File: config.mk
export PLATFORM = sky130hd
export DESIGN_NAME = i2c_reg_bank
export DESIGN_NICKNAME = d
export VERILOG_FILES = /design/src/rtl/i2c_reg_bank.sv
export SDC_FILE = /design/constraint.sdc
export NUM_CORES = 1
export LEC_CHECK = 0
export BUFFER_PORTS_ARGS = -buffer_cell sky130_fd_sc_hd__buf_4
export CORE_MARGIN = 2
export CORE_UTILIZATION = 55
export DETAILED_ROUTE_END_ITERATION = 10
export PLACE_DENSITY = 0.82
export SLEW_MARGIN = 20
export SYNTH_ARGS = -nofsm -noshare
export SYNTH_HDL_FRONTEND = slang
export SYNTH_SLANG_ARGS = --single-unit
File: constraint.sdc
create_clock -name CLCK -period 9.3 [get_ports CLCK]
set_input_delay 0.465 -clock CLCK [delete_from_list [all_inputs] [get_ports CLCK]]
set_output_delay 0.465 -clock CLCK [all_outputs]
set_load 0.05 [all_outputs]
File: src/rtl/i2c_reg_bank.sv
// Register bank behind the I2C slave: the first byte of a transaction sets the pointer,
// later bytes write control registers, and master reads return control or status bytes.
module i2c_reg_bank #(
    parameter int ADDR_W = 4,
    parameter int NRO    = 4
) (
    input  logic                               CLCK,
    input  logic                               reset,
    input  logic [7:0]                         i2c_datain,
    input  logic                               i2c_datain_ready,
    input  logic                               i2c_request,
    input  logic                               i2c_active,
    output logic [7:0]                         i2c_dataout,
    input  logic [NRO*8-1:0]                   status_in,
    output logic [((1<<ADDR_W)-NRO)*8-1:0]     ctrl_out,
    output logic                               wr_strobe,
    output logic [ADDR_W-1:0]                  wr_addr
);

    localparam int NREGS = 1 << ADDR_W;
    localparam int NCTRL = NREGS - NRO;

    // Bit 0 and bit 1 form the synchroniser; bit 2 is the history flop used for edge detection.
    logic [2:0]        readySr_q, reqSr_q, actSr_q;
    logic [ADDR_W-1:0] ptr_q, ptr_d;
    logic              firstByte_q, firstByte_d;
    logic [7:0]        dout_q, dout_d;
    logic              strobe_q, strobe_d;
    logic [ADDR_W-1:0] wrAddr_q, wrAddr_d;
    logic [7:0]        ctrl_q [NCTRL];
    logic [7:0]        ctrl_d [NCTRL];

    logic       readyEdge, reqEdge, actEdge;
    logic       isCtrl;
    logic [7:0] readByte;

    assign readyEdge = readySr_q[1] & ~readySr_q[2];
    assign reqEdge   = reqSr_q[1] & ~reqSr_q[2];
    assign actEdge   = actSr_q[1] & ~actSr_q[2];
    assign isCtrl    = ({1'b0, ptr_q} < (ADDR_W+1)'(NCTRL));

    always_comb begin
        readByte = '0;
        for (int k = 0; k < NCTRL; k++) begin
            if (ptr_q == ADDR_W'(k)) readByte = ctrl_q[k];
        end
        for (int k = 0; k < NRO; k++) begin
            if (ptr_q == ADDR_W'(NCTRL + k)) readByte = status_in[k*8 +: 8];
        end
    end

    // A ready edge wins over a simultaneous request edge; an active rise always re-arms the pointer byte.
    always_comb begin
        ptr_d       = ptr_q;
        firstByte_d = firstByte_q;
        dout_d      = dout_q;
        strobe_d    = 1'b0;
        wrAddr_d    = wrAddr_q;
        ctrl_d      = ctrl_q;
        if (readyEdge) begin
            if (firstByte_q) begin
                ptr_d       = i2c_datain[ADDR_W-1:0];
                firstByte_d = 1'b0;
            end else begin
                if (isCtrl) begin
                    for (int k = 0; k < NCTRL; k++) begin
                        if (ptr_q == ADDR_W'(k)) ctrl_d[k] = i2c_datain;
                    end
                    strobe_d = 1'b1;
                    wrAddr_d = ptr_q;
                end
                ptr_d = ptr_q + ADDR_W'(1);
            end
        end else if (reqEdge) begin
            dout_d      = readByte;
            ptr_d       = ptr_q + ADDR_W'(1);
            firstByte_d = 1'b0;
        end
        if (actEdge) firstByte_d = 1'b1;
    end

    always_ff @(posedge CLCK or posedge reset) begin
        if (reset) begin
            readySr_q   <= '0;
            reqSr_q     <= '0;
            actSr_q     <= '0;
            ptr_q       <= '0;
            firstByte_q <= 1'b0;
            dout_q      <= '0;
            strobe_q    <= 1'b0;
            wrAddr_q    <= '0;
            for (int k = 0; k < NCTRL; k++) ctrl_q[k] <= '0;
        end else begin
            readySr_q   <= {readySr_q[1:0], i2c_datain_ready};
            reqSr_q     <= {reqSr_q[1:0], i2c_request};
            actSr_q     <= {actSr_q[1:0], i2c_active};
            ptr_q       <= ptr_d;
            firstByte_q <= firstByte_d;
            dout_q      <= dout_d;
            strobe_q    <= strobe_d;
            wrAddr_q    <= wrAddr_d;
            ctrl_q      <= ctrl_d;
        end
    end

    for (genvar g = 0; g < NCTRL; g++) begin : gCtrlOut
        assign ctrl_out[g*8 +: 8] = ctrl_q[g];
    end

    assign i2c_dataout = dout_q;
    assign wr_strobe   = strobe_q;
    assign wr_addr     = wrAddr_q;

endmodule

# Word level (Yosys, flattened, before mapping)
# Index checks and enable logic that the tools add are counted.
# op_classes
n_mux	25
eq_ne	15
n_lt_le_gt_ge	1
add_sub_neg	1
bitwise	8
n_reduce_logical	17
# op_table
cell	count
$mux W8	16
$reduce_and A4 Y1	12
$eq A4 B4 Y1 const B	8
$eq A4 B3 Y1 const B	4
$mux W4	3
$eq A4 B2 Y1 const B	2
$mux W1	6
$not A1 Y1	5
$add A4 B1 Y4 const B	1
$eq A4 B1 Y1 const B	1
$logic_not A4 Y1	1
$lt A4 B4 Y1 const B	1
$and A1 B1 Y1	3
$reduce_and A3 Y1	1
$reduce_bool A3 Y1	1
$reduce_and A2 Y1	1
$reduce_bool A2 Y1	1
# word_totals
wordCells	87
input_bits	45
output_inout_bits	109
ff_bits	123

# Depth between registers and ports, before layout
# Gate-level depths: netlist of run 1.
# logic_depth
ltp_word	17
depth_mapped	10
ltp_nobuf	7

# Worst setup path before layout of run 1
# No wires, ideal clock.
# synth_timing
path_type	reg2reg
startpoint	register ptr_q[0]
endpoint	register ctrl_q, in the netlist ctrl_out[48]
n_path_buf	3
path_slack_ns	7.378
required_time_ns	9.175
t_arrival_ns	1.797
stages_incl_launch_ff	8
path_cell_list	dfrtp_1 > inv_1 > ha_1 > buf_4 > buf_4 > buf_2 > nand2_1 > mux2_2
# synth_via
elab_chain_len	2
word_cells_on_any_way	3
cone_classes	1 x order compare; 1 x eq/ne; 1 x reduce/logical
# synth_rtl
element	line	rtl
start: declaration	25	logic [ADDR_W-1:0] ptr_q, ptr_d;
start signal: assignment	97	ptr_q <= ptr_d;
$lt A4 B4 Y1 or $eq A4 B3 Y1 (tied branches)	40, 67	
$reduce_and A4 Y1 (no source line) (*)	n/a	
end signal: assignment	102	ctrl_q <= ctrl_d;
end: declaration	30	logic [7:0] ctrl_q [NCTRL];
# Mark *: on every way between the ends. The rest lies on a longest branch, timed or not.
# A chain may end at the register's enable or synchronous reset.

# Worst setup path in the final report of run 1
# layout_timing
startpoint	register ptr_q[1]
endpoint	register dout_q[7], in the netlist i2c_dataout[7]
# layout_via
elab_chain_len	17
word_cells_on_any_way	32
cone_classes	15 x eq/ne; 16 x mux; 1 x reduce/logical
# layout_rtl
element	line	rtl
$logic_not A4 Y1	45	if (ptr_q == ADDR_W'(k)) readByte = ctrl_q[k];
$mux W8 (12 in series)	45	
$mux W8 (3 in series)	48	if (ptr_q == ADDR_W'(NCTRL + k)) readByte = status_in[k*8 +: 8];
$mux W8 (*)	48	
end signal: assignment	99	dout_q <= dout_d;
end: declaration	27	logic [7:0] dout_q, dout_d;
# Marked as above.

==> impl_metrics.json, run 1 <==
{
  "die_h_um": 111,
  "drt-total-wl_um": 19900,
  "grtUsageMet2_pct": 49.1,
  "syn_area_mm2": 0.00635,
  "fmax_ghz": 0.341,
  "vias_per_cell": 6.40,
  "layout.nets": 771,
  "diodes": 0,
  "ys_seq_elements": 123,
  "clk_latency_ps": 430,
  "io_pins": 154,
  "antenna_found_initial": 0,
  "row_count": 39,
  "ff2ff_setup_slack_ps": 6370,
  "ff2ff_path_depth": 7,
  "antenna_left": 0,
  "synthXorXnorAreaFrac_pct": 0.138,
  "syn_nets": 638,
  "relSlewSlack_pct": 33.3,
  "post-route-period-util_pct": 31.5,
  "tns_ps": 0,
  "synthFlopType": "dfrtp_1",
  "placed_cells": 846,
  "min_period_ps": 2930,
  "cts_resized": 0,
  "async_flop_share_pct": 100,
  "end_kind": "flip-flop",
  "gr-usage-met1_pct": 43.9,
  "fin_cells": 874,
  "synth-edff-count": 0,
  "crit_path_start_kind": "flip-flop",
  "portBuffers": 153,
  "place_congestion": 0.912,
  "grt_pass1_wl_um": 31000,
  "rsz0062_at_grt": "false",
  "area_delta_synth_final_pct": 27.6,
  "nFillCells": 839,
  "dp_hpwl_um": 13600,
  "synthCells": 589,
  "cp_data_required_time_ps": 9590,
  "finClkSkew_ps": 8.22,
  "start_util_pct": 56.1,
  "synth-compound-area-share_pct": 15.0,
  "grt_pass1_vias": 5523,
  "drv_cap": 0,
  "tightest_slew_ps": 1000,
  "die_x_um": 111,
  "synth_cell_types": 63,
  "firstDrtPassIters": 5,
  "netlist_top_cells_area": "dfrtp_1 48%, mux2_2 17%, a21oi_1 3.5%, o21ai_0 2.1%, nor2_1 2.0%",
  "drt_iter0_markers": 612,
  "cts_setup_buffers": 0,
  "clkSlewWorstSetupHoldPaths_ps": 50,
  "busiest_layer": "met2",
  "netlist.area_leader.share_pct": 48.5,
  "muxShareOfSynthArea_pct": 18.0,
  "cts.sinks": 123,
  "route.vias.total": 5594,
  "ys_seq_area_share_pct": 48.5,
  "arrival_ps": 3220,
  "synth_top_area_cell": "dfrtp_1",
  "htreeDepth": 4,
  "r2r-end": "i2c_dataout[7]",
  "r2r-start": "ptr_q[1]",
  "cts_tree": "done",
  "crit_fanout": 55,
  "drv_slew": 0,
  "holdCritPathClass": "primary input to async pin",
  "setup_viol": 0,
  "layout-drive-gt1-share_pct": 40.5,
  "remaining_drc_errors": 0,
  "outcome": "finished clean",
  "synth_simple_gate_area_share_pct": 12.6,
  "avgSynthCellArea_um2": 10.8,
  "clock_path_buffers": 2,
  "grt_usage_pct": 32.5,
  "hold_violations": 0,
  "path_class": "flip-flop to flip-flop",
  "root_buffer": "clkbuf_16",
  "met3_usage_pct": 8.17,
  "synth_top_family_by_area": "multiplexers",
  "synthAdderAreaFrac_pct": 0.788,
  "die_area_mm2": 0.0124,
  "grt_max_degree": 75,
  "yosys_warnings": 0,
  "cts_hold_buf": 0,
  "cts_buffers": 17,
  "overflow": 0,
  "core_mm2": 0.0113,
  "wl_per_cell_um": 22.8
}
## layout by cell type, fill, tap and decap left out, types with 3 or more instances in the layout
| cell type | Yosys | layout |
|---|---|---|
| nand2_2 | 4 | 4 |
| nand2b_1 | 12 | 12 |
| a221oi_1 | 14 | 14 |
| a22oi_1 | 3 | 3 |
| nand4_1 | 4 | 4 |
| nand2_1 | 30 | 30 |
| nor4_1 | 3 | 3 |
| nor2b_1 | 12 | 12 |
| nand3b_1 | 10 | 10 |
| bufinv_16 | 0 | 4 |
| o32ai_1 | 5 | 5 |
| nor2_1 | 34 | 33 |
| o22ai_1 | 9 | 9 |
| nor3_1 | 4 | 4 |
| dfrtp_1 | 123 | 123 |
| a21oi_1 | 45 | 45 |
| nor3b_1 | 3 | 3 |
| nand3_1 | 13 | 13 |
| o22a_1 | 3 | 3 |
| clkbuf_16 | 0 | 17 |
| mux2_2 | 97 | 97 |
| or3_1 | 4 | 4 |
| inv_1 | 22 | 21 |
| a211oi_1 | 6 | 6 |
| mux2i_1 | 3 | 3 |
| buf_4 | 5 | 159 |
| o21ai_0 | 27 | 27 |
| o211ai_1 | 4 | 4 |
## critical path: stages, from the launching register on
cell and delay [ps]:
dfrtp_1 430, inv_1 150, ha_2 870, nor2b_1 220, a221oi_1 350, o32ai_1 130, a2111oi_0 480, o21ai_1 140
## synth_stat cells (all sizes together) (3+ instances only)
cell type,count
o32ai,5
nand3,13
o22ai,9
nand2b,12
a21oi,46
a22oi,3
nor3b,3
and2,3
nor4,3
mux2i,3
a211oi,6
or3,4
mux2,99
dfrtp,123
clkbuf,14
nand2,34
nor3,5
nand4,4
a221oi,16
o22a,3
nand3b,10
o21ai,28
nor2,34
ha,4
o211ai,4
buf,31
nor2b,12
inv,22
## logic make-up (layout without fill, tap and decap cells)
logic type,Yosys count,after routing
XOR/XNOR,1,1
flip-flops,123,123
AND/OR/NAND/NOR,149,149
adder cells (fa/ha/maj),4,4
multiplexers,102,102
buffers and inverters,67,209
AO/OA/AOI/OAI,143,143
## routing by layer
layer | vias to the layer above | routed length (um)
met3 | 66 | 1850
li1 | 2418 | -
met1 | 2755 | 7970
met2 | 355 | 9230
met5 | - | 0
met4 | 0 | 852
## metrics by stage
stage | hold slack, ps | cell area (um^2) | util, % | setup slack, ps
3_3_place_gp | 338 | 7500 | 66.2 | 6770
3_5_place_dp | 335 | 7500 | 66.2 | 6460
2_1_floorplan | 331 | 6350 | - | 5560
4_1_cts | 136 | 8100 | 71.5 | 6440
5_1_grt | 135 | 8100 | 71.6 | 6160
6_report | 127 | 8100 | 71.6 | 6370
## worst max-delay path by stage
stage          startpoint             end  slack, ps  depth (start not counted)
3_5_place_dp     ptr_q[1]  i2c_dataout[7]       6460                          7
3_3_place_gp     ptr_q[1]  i2c_dataout[7]       6770                          7
6_report         ptr_q[1]  i2c_dataout[7]       6370                          7
2_1_floorplan       reset      actSr_q[0]       5560                          1
4_1_cts          ptr_q[1]  i2c_dataout[7]       6440                          7
5_1_grt          ptr_q[1]  i2c_dataout[7]       6160                          7
## sequential cells by signal, summed over array words and instances (netlist names)
| name | cells |
|---|---|
| actSr_q | 3 |
| ctrl_out | 96 |
| firstByte_q | 1 |
| i2c_dataout | 8 |
| ptr_q | 4 |
| readySr_q | 3 |
| reqSr_q | 3 |
| wr_addr | 4 |
| wr_strobe | 1 |
## cell type report
cell class | count | area, um^2 | area share [%]
clock inverter | 8 | 145 | 1.79
tap | 143 | 179 | 2.21
sequential | 123 | 3080 | 38.0
timing repair buffer | 159 | 1190 | 14.7
inverter | 22 | 85.1 | 1.05
clock buffer | 20 | 457 | 5.64
multi-input combinational | 399 | 2960 | 36.6
Power of run 1 is left out: the tool's default activity adds up to more than one toggle a clock period on the data nets, which glitch-free logic cannot reach.
==> run 2, diff against run 1 <==
--- a/config.mk
+++ b/config.mk
@@ -5,11 +5,12 @@
 export SDC_FILE = /design/constraint.sdc
 export NUM_CORES = 1
 export LEC_CHECK = 0
+export ABC_AREA = 1
 export BUFFER_PORTS_ARGS = -buffer_cell sky130_fd_sc_hd__buf_4
 export CORE_MARGIN = 2
-export CORE_UTILIZATION = 55
+export CORE_UTILIZATION = 53
 export DETAILED_ROUTE_END_ITERATION = 10
-export PLACE_DENSITY = 0.82
+export PLACE_DENSITY = 0.8
 export SLEW_MARGIN = 20
 export SYNTH_ARGS = -nofsm -noshare
 export SYNTH_HDL_FRONTEND = slang
==> constraint.sdc (replaced) <==
create_clock -name CLCK -period 2.9 [get_ports CLCK]
set_input_delay 0.145 -clock CLCK [delete_from_list [all_inputs] [get_ports CLCK]]
set_output_delay 0.145 -clock CLCK [all_outputs]
set_load 0.05 [all_outputs]
==> run 2 against run 1 <==
Effect of this change:
- sequential cell count unchanged
- wire length down 7.0%
- utilization up 0.81 points
- critical path depth grew 9
- synthesized cell count up 35%
==> impl_metrics.json, run 2 <==
{
  "totalPowerFinal_w": 0.0115,
  "r2r-end": "i2c_dataout[6]",
  "cts_buffers": 17,
  "clk_latency_ps": 420,
  "io_pins": 154,
  "rsz0062_at_grt": "false",
  "worstSetupEndpoint": "i2c_dataout[6]",
  "ff2ff_path_depth": 16,
  "path_cells": "inv_1, ha_1, inv_1, nor2_4, inv_2, or2_2, nand3_1, nand3_1, nand2_1, nand2_1, nand3_1, nand3_1, nand3_1, nand3_1, nand2_1, nand2_1",
  "layout-drive-gt1-share_pct": 23.3,
  "async_flop_share_pct": 100,
  "tns_ps": 0,
  "crit_slowest_cell": "dfrtp_1",
  "end_kind": "flip-flop",
  "drv_slew": 0,
  "cts.sinks": 123,
  "cts_tree": "done",
  "irDropWorstVdd_mv": 0.902,
  "diodes": 0,
  "finalWorstSetupSlack_ps": 302,
  "synth_most_common_cell": "nand2_1",
  "cpPeakStageDelay_ps": 420,
  "synth_top_area_cell": "dfrtp_1",
  "fmax_ghz": 0.385,
  "mostFrequentLayoutCells": "292 x nand2_1, 161 x buf_4, 123 x dfrtp_1, 109 x o21ai_0, 66 x inv_1",
  "yosys_warnings": 0,
  "core_mm2": 0.0110,
  "route.vias.total": 6028,
  "synthFlopType": "dfrtp_1",
  "syn_nets": 845,
  "root_buffer": "clkbuf_16",
  "die_h_um": 111,
  "antenna_found_initial": 0,
  "netlist_top_cells_area": "dfrtp_1 51%, nand2_1 18%, o21ai_0 9.0%, inv_1 4.2%, nand3_1 4.1%",
  "final_common_cell": "nand2_1",
  "grt_pass1_wl_um": 29900,
  "seqPwrFrac_pct": 27.4,
  "die_x_um": 111,
  "row_count": 38,
  "crit_path_start_kind": "flip-flop",
  "pre_cts_ws_ps": 352,
  "largest_reg_flops": 96,
  "relSlewSlack_pct": 54.6,
  "powerDensity_mw_per_mm2": 1450,
  "ys_seq_elements": 123,
  "pwr-share-clk_pct": 19.1,
  "crit_fanout": 12,
  "antenna_left": 0,
  "area_delta_synth_final_pct": 31.7,
  "clkSlewWorstSetupHoldPaths_ps": 60,
  "startpoint": "ptr_q[0]",
  "dp_hpwl_um": 12300,
  "portBuffers": 153,
  "avgSynthCellArea_um2": 7.58,
  "grt_pass1_vias": 5630,
  "synth_commonest_cells": "293 x nand2_1, 123 x dfrtp_1, 109 x o21ai_0",
  "firstDrtPassIters": 7,
  "p_leak_nw": 4.15,
  "drt_iter0_markers": 622,
  "htreeDepth": 4,
  "path_common_cell": "nand3_1",
  "place_congestion": 0.886,
  "internal_power_w": 0.00563,
  "drv_cap": 0,
  "r2r-start": "ptr_q[0]",
  "outcome": "finished clean",
  "netlist.area_leader.share_pct": 51.0,
  "cp_data_required_time_ps": 3200,
  "holdCritPathClass": "primary input to flip-flop",
  "grt_max_degree": 93,
  "overflow": 0,
  "clock_path_buffers": 2,
  "switching_share_pct": 51.1,
  "vias_per_cell": 5.47,
  "synth_cell_types": 28,
  "min_period_ps": 2600,
  "wl_per_cell_um": 16.8,
  "ff2ff_setup_slack_ps": 300,
  "finClkSkew_ps": 7.49,
  "die_area_mm2": 0.0123,
  "power_frac_comb_pct": 53.4,
  "arrival_ps": 2900,
  "ys_seq_area_share_pct": 51.0,
  "setup_viol": 0,
  "switchingPower_w": 0.00588,
  "whs_ps": 14.3,
  "grt_usage_pct": 30.4,
  "remaining_drc_errors": 0,
  "layout.nets": 999,
  "path_class": "flip-flop to flip-flop",
  "synthCells": 796,
  "syn_area_mm2": 0.00603,
  "start_util_pct": 54.9,
  "post-route-period-util_pct": 89.6,
  "tightest_slew_ps": 679,
  "hold_violations": 0,
  "drt-total-wl_um": 18500,
  "synth-edff-count": 0
}
## run 2: cell count changes after synthesis, moves of 24 or more
cell	before	now
mux2_2	97	0
nand3_1	13	49
nor2_1	34	58
o21ai_0	27	109
a21oi_1	45	11
nand2_1	30	293
inv_1	22	67
## run 2: power by group through the flow
stage | registers [W] | clock network (W) | logic, W
2_1_floorplan | 0.00537 | 0 | 0.00187
3_3_place_gp | 0.00315 | 0 | 0.00593
3_5_place_dp | 0.00314 | 0 | 0.00602
4_1_cts | 0.00313 | 0.00220 | 0.00610
5_1_grt | 0.00324 | 0.00228 | 0.00659
6_report | 0.00315 | 0.00220 | 0.00615
## run 2: cell type report
type,count,area [um^2]
sequential,123,3080
fill,862,3040
multi-input combinational,566,2520
timing repair buffer,166,1270
clock buffer,20,467
inverter,76,292
tap,140,175
clock inverter,11,144
## run 2: timing repair
item / in CTS / in global routing
setup buffers: 0 / 3
endpoints found under the hold margin: 34 / 0
gates resized for setup: 0 / 2
hold buffers: 4 / 0
endpoints found under the setup margin: 0 / 5
## run 2: how the worst min path moves through the flow
stage	endpoint	startpoint	cells past startpoint
2_1_floorplan	actSr_q[0]	i2c_active	0
3_3_place_gp	reqSr_q[0]	i2c_request	1
3_5_place_dp	reqSr_q[0]	i2c_request	1
4_1_cts	ptr_q[3]	i2c_datain[3]	3
5_1_grt	ptr_q[3]	i2c_datain[3]	3
6_report	ptr_q[3]	i2c_datain[3]	3
## run 2: metal layers
| metal | global-route usage [%] | wire (um) | share of wire (%) | vias up |
|---|---|---|---|---|
| met4 | 9.00 | 520 | 2.8 | 0 |
| met1 | 42.7 | 7720 | 42 | 2784 |
| li1 | - | - | - | 2837 |
| met3 | 6.40 | 1620 | 8.8 | 46 |
| met2 | 47.8 | 8650 | 47 | 361 |
| met5 | 0 | 0 | 0 | - |
## run 2: kinds of logic (layout without fill, tap and decap cells)
logic type | Yosys count | count (layout) | share of synthesized area, %
adder cells (fa/ha/maj) | 4 | 4 | 0.829
buffers and inverters | 107 | 273 | 7.26
AND/OR/NAND/NOR | 436 | 436 | 30.2
flip-flops | 123 | 123 | 51.0
AO/OA/AOI/OAI | 126 | 126 | 10.7
## run 2: through the flow
step	cells	util [%]	instance area, um^2
final	1102	72.4	7950
after global routing	1102	72.4	7950
after CTS	1099	72.1	7920
after detailed placement	1064	66.2	7270
after global placement	1064	66.2	7270
after floorplan	796	-	6040
## run 2: critical path, delay by kind of cell, from the launching register on
| family | cells | cell delay (ps) |
|---|---|---|
| flops | 1 | 420 |
| fa+ha+maj | 1 | 300 |
| buf+inv | 3 | 510 |
| simple gates | 12 | 1270 |
(Power assumes the default switching activity.)
